$ cat src/rtl/gtfmac_vnc_lat_seq_if.sv
// Latency-monitor side of the sequencer: collect/pop/clear control out,
// record count and popped timestamp pair back.
interface gtfmac_vnc_lat_seq_if #(
    parameter int TIMER_WIDTH    = 16,
    parameter int RAM_ADDR_WIDTH = 12
);
    logic                      lm_go;
    logic                      lm_pop;
    logic                      lm_clear;
    logic [31:0]               lm_lat_pkt_cnt;
    logic                      lm_full;
    logic [RAM_ADDR_WIDTH:0]   lm_datav;
    logic                      lm_time_rdy;
    logic [TIMER_WIDTH-1:0]    lm_snd_time;
    logic [TIMER_WIDTH-1:0]    lm_rcv_time;

    // Sequencer side
    modport master (
        output lm_go, lm_pop, lm_clear, lm_lat_pkt_cnt,
        input  lm_full, lm_datav, lm_time_rdy, lm_snd_time, lm_rcv_time
    );

    // Latency monitor side
    modport slave (
        input  lm_go, lm_pop, lm_clear, lm_lat_pkt_cnt,
        output lm_full, lm_datav, lm_time_rdy, lm_snd_time, lm_rcv_time
    );
endinterface

$ cat src/rtl/gtfmac_vnc_lat_seq.sv
// Latency-run sequencer: clears the monitor, lets it collect until full or
// timeout, then drains every stored record one pop at a time and keeps
// count/sum/min/max of the rx-tx timestamp deltas.
module gtfmac_vnc_lat_seq #(
    parameter int TIMER_WIDTH    = 16,
    parameter int RAM_ADDR_WIDTH = 12,
    parameter int TO_WIDTH       = 24
) (
    input  logic                     axi_clk,
    input  logic                     axi_rstn,
    input  logic                     start,
    input  logic                     abort,
    input  logic [31:0]              pkt_cnt,
    input  logic [TO_WIDTH-1:0]      timeout,
    gtfmac_vnc_lat_seq_if.master     lm,
    output logic                     busy,
    output logic                     done,
    output logic                     timed_out,
    output logic [31:0]              rec_cnt,
    output logic [TIMER_WIDTH+31:0]  lat_sum,
    output logic [TIMER_WIDTH-1:0]   lat_min,
    output logic [TIMER_WIDTH-1:0]   lat_max
);

    localparam logic [TO_WIDTH-1:0] TO_ONE = TO_WIDTH'(1);

    typedef enum logic [2:0] {
        S_IDLE, S_CLEAR, S_ARM, S_COLLECT, S_POP, S_WAIT, S_DONE
    } state_t;

    state_t                   state, state_nx;
    logic                     to_set;
    logic [TO_WIDTH-1:0]      to_cnt;
    logic [31:0]              pkt_cnt_q;
    logic                     go_q, pop_q, clear_q, done_q;
    logic [RAM_ADDR_WIDTH:0]  datav;
    logic [TIMER_WIDTH-1:0]   delta;
    logic [TIMER_WIDTH+32:0]  sum_ext;
    logic                     run_start, rec_take;

    assign datav     = lm.lm_datav;
    // Unsigned subtraction wraps modulo 2^TIMER_WIDTH, so a timer rollover
    // between send and receive still yields the true latency.
    assign delta     = lm.lm_rcv_time - lm.lm_snd_time;
    assign sum_ext   = {1'b0, lat_sum} + {33'd0, delta};
    assign run_start = (state == S_IDLE) && (state_nx == S_CLEAR);
    assign rec_take  = (state == S_WAIT) && (state_nx == S_POP);

    assign busy              = (state != S_IDLE);
    assign done              = done_q;
    assign lm.lm_go          = go_q;
    assign lm.lm_pop         = pop_q;
    assign lm.lm_clear       = clear_q;
    assign lm.lm_lat_pkt_cnt = pkt_cnt_q;

    // State register
    always_ff @(posedge axi_clk or negedge axi_rstn) begin
        if (!axi_rstn) state <= S_IDLE;
        else           state <= state_nx;
    end

    // Next-state logic; abort overrides everything outside IDLE
    always_comb begin
        state_nx = state;
        to_set   = 1'b0;
        if (state != S_IDLE && abort) begin
            state_nx = S_IDLE;
        end else begin
            case (state)
                S_IDLE:    if (start && !abort) state_nx = S_CLEAR;
                S_CLEAR:   state_nx = S_ARM;
                S_ARM:     state_nx = (pkt_cnt_q == 32'd0) ? S_DONE : S_COLLECT;
                S_COLLECT: begin
                    // Monitor full takes priority over a coincident timeout
                    if (lm.lm_full) begin
                        state_nx = S_POP;
                    end else if (timeout != '0 && to_cnt == timeout - TO_ONE) begin
                        state_nx = S_POP;
                        to_set   = 1'b1;
                    end
                end
                S_POP:     state_nx = (datav == '0) ? S_DONE : S_WAIT;
                S_WAIT:    if (lm.lm_time_rdy) state_nx = S_POP;
                S_DONE:    state_nx = S_IDLE;
                default:   state_nx = S_IDLE;
            endcase
        end
    end

    // Control strobes registered from the next state so they are glitch-free
    // and drop on the same edge that abort forces IDLE. lm_pop lands in the
    // first WAIT cycle, keeping pops two cycles behind the previous record.
    always_ff @(posedge axi_clk or negedge axi_rstn) begin
        if (!axi_rstn) begin
            go_q    <= 1'b0;
            pop_q   <= 1'b0;
            clear_q <= 1'b0;
            done_q  <= 1'b0;
        end else begin
            go_q    <= (state_nx == S_COLLECT);
            pop_q   <= (state == S_POP) && (state_nx == S_WAIT);
            clear_q <= (state_nx == S_CLEAR);
            done_q  <= (state_nx == S_DONE);
        end
    end

    // COLLECT cycle counter, restarts from 0 on every entry
    always_ff @(posedge axi_clk or negedge axi_rstn) begin
        if (!axi_rstn)                to_cnt <= '0;
        else if (state == S_COLLECT)  to_cnt <= to_cnt + TO_ONE;
        else                          to_cnt <= '0;
    end

    // Run parameters and latency statistics
    always_ff @(posedge axi_clk or negedge axi_rstn) begin
        if (!axi_rstn) begin
            pkt_cnt_q <= '0;
            timed_out <= 1'b0;
            rec_cnt   <= '0;
            lat_sum   <= '0;
            lat_min   <= '1;
            lat_max   <= '0;
        end else if (run_start) begin
            pkt_cnt_q <= pkt_cnt;
            timed_out <= 1'b0;
            rec_cnt   <= '0;
            lat_sum   <= '0;
            lat_min   <= '1;
            lat_max   <= '0;
        end else begin
            if (to_set) timed_out <= 1'b1;
            if (rec_take) begin
                if (rec_cnt != '1) rec_cnt <= rec_cnt + 32'd1;
                lat_sum <= sum_ext[TIMER_WIDTH+32] ? '1 : sum_ext[TIMER_WIDTH+31:0];
                if (delta < lat_min) lat_min <= delta;
                if (delta > lat_max) lat_max <= delta;
            end
        end
    end

endmodule
$ cat src/flat_wrapper.sv
// flat-port wrapper written by rule: the top's interface ports become plain ports
module gtfmac_vnc_lat_seq_flat 
#(
    parameter int TIMER_WIDTH    = 16,
    parameter int RAM_ADDR_WIDTH = 12,
    parameter int TO_WIDTH       = 24
)
  (axi_clk, axi_rstn, start, abort, pkt_cnt, timeout, busy, done, timed_out, rec_cnt, lat_sum, lat_min, lat_max, lm_lm_go, lm_lm_pop, lm_lm_clear, lm_lm_lat_pkt_cnt, lm_lm_full, lm_lm_datav, lm_lm_time_rdy, lm_lm_snd_time, lm_lm_rcv_time);
  gtfmac_vnc_lat_seq_if #(.TIMER_WIDTH(TIMER_WIDTH), .RAM_ADDR_WIDTH(RAM_ADDR_WIDTH)) lm_i ();
  input  logic axi_clk;
  input  logic axi_rstn;
  input  logic start;
  input  logic abort;
  input  logic [31:0] pkt_cnt;
  input  logic [TO_WIDTH-1:0] timeout;
  output logic busy;
  output logic done;
  output logic timed_out;
  output logic [31:0] rec_cnt;
  output logic [TIMER_WIDTH+31:0] lat_sum;
  output logic [TIMER_WIDTH-1:0] lat_min;
  output logic [TIMER_WIDTH-1:0] lat_max;
  output wire logic [$bits(lm_i.lm_go)-1:0] lm_lm_go;
  output wire logic [$bits(lm_i.lm_pop)-1:0] lm_lm_pop;
  output wire logic [$bits(lm_i.lm_clear)-1:0] lm_lm_clear;
  output wire logic [$bits(lm_i.lm_lat_pkt_cnt)-1:0] lm_lm_lat_pkt_cnt;
  input wire logic [$bits(lm_i.lm_full)-1:0] lm_lm_full;
  input wire logic [$bits(lm_i.lm_datav)-1:0] lm_lm_datav;
  input wire logic [$bits(lm_i.lm_time_rdy)-1:0] lm_lm_time_rdy;
  input wire logic [$bits(lm_i.lm_snd_time)-1:0] lm_lm_snd_time;
  input wire logic [$bits(lm_i.lm_rcv_time)-1:0] lm_lm_rcv_time;
  assign lm_lm_go = lm_i.lm_go;
  assign lm_lm_pop = lm_i.lm_pop;
  assign lm_lm_clear = lm_i.lm_clear;
  assign lm_lm_lat_pkt_cnt = lm_i.lm_lat_pkt_cnt;
  assign lm_i.lm_full = lm_lm_full;
  assign lm_i.lm_datav = lm_lm_datav;
  assign lm_i.lm_time_rdy = lm_lm_time_rdy;
  assign lm_i.lm_snd_time = lm_lm_snd_time;
  assign lm_i.lm_rcv_time = lm_lm_rcv_time;
  gtfmac_vnc_lat_seq #(.TIMER_WIDTH(TIMER_WIDTH), .RAM_ADDR_WIDTH(RAM_ADDR_WIDTH), .TO_WIDTH(TO_WIDTH)) u_core (.axi_clk(axi_clk), .axi_rstn(axi_rstn), .start(start), .abort(abort), .pkt_cnt(pkt_cnt), .timeout(timeout), .lm(lm_i), .busy(busy), .done(done), .timed_out(timed_out), .rec_cnt(rec_cnt), .lat_sum(lat_sum), .lat_min(lat_min), .lat_max(lat_max));
endmodule
$ cat config.mk
export PLATFORM = sky130hd
export DESIGN_NAME = gtfmac_vnc_lat_seq_flat
export DESIGN_NICKNAME = d
export VERILOG_FILES = /design/src/rtl/gtfmac_vnc_lat_seq_if.sv /design/src/rtl/gtfmac_vnc_lat_seq.sv /design/src/flat_wrapper.sv
export SDC_FILE = /design/constraint.sdc
export NUM_CORES = 1
export LEC_CHECK = 0
export CAP_MARGIN = 25
export CORE_AREA = 2 2 183 185
export DETAILED_ROUTE_END_ITERATION = 8
export DIE_AREA = 0 0 185 187
export PLACE_DENSITY_LB_ADDON = 0.3
export SETUP_SLACK_MARGIN = 0.1
export SYNTH_ARGS = -nofsm -noshare
export SYNTH_HDL_FRONTEND = slang
export SYNTH_SLANG_ARGS = --single-unit
$ cat constraint.sdc
create_clock -name axi_clk -period 3 [get_ports axi_clk]
set_input_delay 0.6 -clock axi_clk [delete_from_list [all_inputs] [get_ports axi_clk]]
set_output_delay 0.6 -clock axi_clk [all_outputs]
set_load 0.02 [all_outputs]
==> flow_summary.ini <==
[final_layout]
final_nets = 1921
area.growth.synth_to_final_pct = 56.3
fin_cells = 2208
layout-drive-gt1-share_pct = 25.5
antennaDiodeCount = 0

[power]
p_seq_share_pct = 33.4
combPwrFrac_pct = 42.8
p_per_area_nw_per_um2 = 550
p_sw_mw = 3.54
switching_share_pct = 36.6
intPower_mw = 6.14
ir_drop_mv = 0.330
power_leakage_nw = 7.78
clkPwrFrac_pct = 23.8

[synth]
synth_fp_nets = 1464
syn_inst = 1290
synthDistinctLibCells = 74
avgSynthCellArea_um2 = 8.73
yosysWarnings = 0
seq_area_frac_synth_pct = 39.3
synth_edf_count = 0
synth-seq-cells = 176
syn-cell-area_um2 = 11300
ys.flop_type = dfrtp_1
async_reset_ff_share_pct = 100

[cts]
clockBufferDepth = 2
cts_sinks = 176
clk-insertion-delay-late_ns = 0.44
htree_levels = 4
cts_made_buffers = 17
cts_root_buf = clkbuf_16
hold_buffers = 0
cts_tree = done
clkTransAtPathRegs_ns = 0.07

[grt]
grt_pass1_wl_um = 55600
grt_pass1_vias = 11100
grtUsageTotal_pct = 20.0
grt_max_degree = 89
antenna_found_initial = 0
overflow = 0

[timing]
slew_violations = 0
rsz0062_at_grt = yes
finalWorstSetupSlack_ns = -1.49
post-route-min-period_ns = 4.49
fin_skew_ns = 0.0120
finalHoldViolCount = 0
min_period_over_period_pct = 150
fin_setup_tns_ns = -107.93
setup_violations = 80
relSlewSlack_pct = 46.3
tightest_slew_ns = 0.796
max_freq_mhz = 223

[die]
core_um2 = 32900
die_height_um = 187
die_w_um = 185
rows = 67
num_io_pins = 257
start_util_pct = 34.3
die-area_um2 = 34600

[setup_path]
critPathTopFamily = compound AO/OA/AOI/OAI gates
reg2reg_setup_slack_ns = 0.04
r2r_cells = 14
cp-end-kind = register
critPathMaxFanout = 3
worstPathCellList = buf_8 > inv_12 > ha_4 > inv_2 > fa_2 > a21o_1 > a211o_1 > a21oi_2 > o2bb2ai_2 > o21ai_2 > or4_1 > a31oi_1 > xnor2_1 > inv_2 > ha_4 > nand2_2 > or3_4 > o41a_1 > or3_4 > nand2_4 > nor2_2 > a311oi_2
r2r_end = u_core.lat_sum[22]
crit_slowest_cell = or4_1
timing_worst_setup_path_type = in -> reg
crit_arrival_ns = 4.83
worst_ep_required_time_ns = 3.35
r2r_start = u_core.lat_sum[0]
slowest_delay_ns = 0.41
crit_path_start_kind = input port
crit_buf_inv = 4

[routing]
wl_per_cell_um = 16.1
drt_iter0_markers = 531
route.vias.total = 11200
routed_wl_um = 35500
route.detailed.drc = 0
ant_nets = 0
avgViaCountPerCell = 5.07
dr.pass1.iters = 5

[job]
drv_cap = 0

[hold_path]
worst_hold_path_type = in -> async

[placed_design]
dp_hpwl_um = 25400
dp.cells = 2123
place_congestion = 0.868
numPortBuffers = 256

[status]
failed_checks = setup timing
status = complete, but fails checks
-- synth_stat cells, drive strengths merged (4+ instances only) --
master | number | area (um2)
or2 | 4 | 25.0
dfrtp | 160 | 4000
a211oi | 6 | 45.0
o211ai | 17 | 128
and4 | 8 | 70.1
o21a | 11 | 82.6
a21oi | 60 | 300
nor3 | 15 | 86.3
nor4 | 30 | 209
a31o | 8 | 70.1
clkbuf | 45 | 169
dfstp | 16 | 420
a31oi | 17 | 106
nor2 | 123 | 462
o21ai | 48 | 240
ha | 65 | 813
buf | 10 | 58.8
xor2 | 45 | 394
or3 | 16 | 100
nand3 | 44 | 225
or4 | 8 | 67.6
a311oi | 7 | 61.3
and3 | 20 | 125
inv | 89 | 334
nand2b | 9 | 58.8
o21bai | 11 | 82.6
nand3b | 5 | 37.5
nor3b | 6 | 45.0
nor2b | 6 | 37.5
nand4 | 36 | 225
nand2 | 183 | 687
o311ai | 5 | 43.8
xnor2 | 57 | 499
a21o | 12 | 90.1
and2 | 9 | 56.3
mux2i | 39 | 390
-- cells by family (layout without fill, tap and decap cells) --
logic type               after synthesis  count (layout)  share of synthesized area [%]
multiplexers                          41              41                           3.67
XOR/XNOR                             102             102                           7.94
AND/OR/NAND/NOR                      530             530                           23.2
AO/OA/AOI/OAI                        230             230                           13.4
buffers and inverters                144             614                           4.99
adder cells (fa/ha/maj)               67              67                           7.58
flip-flops                           176             176                           39.3
-- cell usage in the layout, fill, tap and decap left out, drive strengths merged, types with 45 or more instances in the layout --
cell type,Yosys,routed
nand2,183,183
xor2,45,45
ha,65,65
dfrtp,160,160
clkdlybuf4s50,0,224
xnor2,57,57
o21ai,48,48
a21oi,60,60
inv,89,89
buf,10,247
nor2,123,123
-- sequential cells by signal (all words and copies together) (netlist names) --
signal,cells
u_core.done,1
u_core.lat_max,16
u_core.lat_min,16
u_core.lat_sum,48
u_core.lm.lm_clear,1
u_core.lm.lm_go,1
u_core.lm.lm_lat_pkt_cnt,32
u_core.lm.lm_pop,1
u_core.rec_cnt,32
u_core.state,3
u_core.timed_out,1
u_core.to_cnt,24
-- area by class of cell --
cell class,instances,area (um2)
clock buffer,21,470
tap,448,561
sequential,176,4430
timing repair buffer,493,4570
inverter,89,348
fill,2966,15300
clock inverter,11,131
multi-input combinational,970,7090
-- metrics by stage --
stage	hold slack [ns]	instance area [um2]	setup slack (ns)	util [%]	total power, mW
2_1_floorplan	0.304	11400	-1.80	-	5.16
3_3_place_gp	0.476	15700	-2.48	47.9	7.00
3_5_place_dp	0.488	15700	-2.54	47.9	7.06
4_1_cts	0.190	17100	-1.64	52.0	9.57
5_1_grt	0.202	17600	-1.71	53.5	10.3
6_report	0.159	17600	-1.49	53.5	9.68
-- worst max-delay path by stage --
| stage | cells after the start | slack (ns) | end | start |
|---|---|---|---|---|
| 2_1_floorplan | 22 | -1.80 | u_core.lat_sum[39] | lm_lm_rcv_time[0] |
| 3_3_place_gp | 23 | -2.48 | u_core.lat_sum[46] | lm_lm_rcv_time[0] |
| 3_5_place_dp | 23 | -2.54 | u_core.lat_sum[46] | lm_lm_rcv_time[0] |
| 4_1_cts | 22 | -1.64 | u_core.lat_sum[33] | lm_lm_rcv_time[0] |
| 5_1_grt | 22 | -1.71 | u_core.lat_sum[39] | lm_lm_rcv_time[0] |
| 6_report | 22 | -1.49 | u_core.lat_sum[33] | lm_lm_rcv_time[0] |
-- power by group through the flow --
| stage | registers (mW) | logic (mW) | clock network, mW |
|---|---|---|---|
| 3_5_place_dp | 3.26 | 3.80 | 0 |
| 2_1_floorplan | 3.60 | 1.56 | 0 |
| 4_1_cts | 3.23 | 3.99 | 2.36 |
| 6_report | 3.23 | 4.14 | 2.31 |
| 3_3_place_gp | 3.26 | 3.74 | 0 |
| 5_1_grt | 3.29 | 4.51 | 2.46 |
-- routing by layer --
metal / vias to the layer above / share of wire, % / track usage [%]
met5: - / 0 / 0
met4: 0 / 1.6 / 5.65
met3: 33 / 5.6 / 4.19
met2: 295 / 48 / 33.6
met1: 5422 / 45 / 25.9
li1: 5449 / - / -
-- repair_timing --
action | in CTS | in global routing
resized for setup | 154 | 94
pin swaps | 58 | 62
cloned | 2 | 0
endpoints found under the setup margin | 88 | 100
setup buffers | 45 | 20
Note: power is estimated with default switching activity, not from simulation.
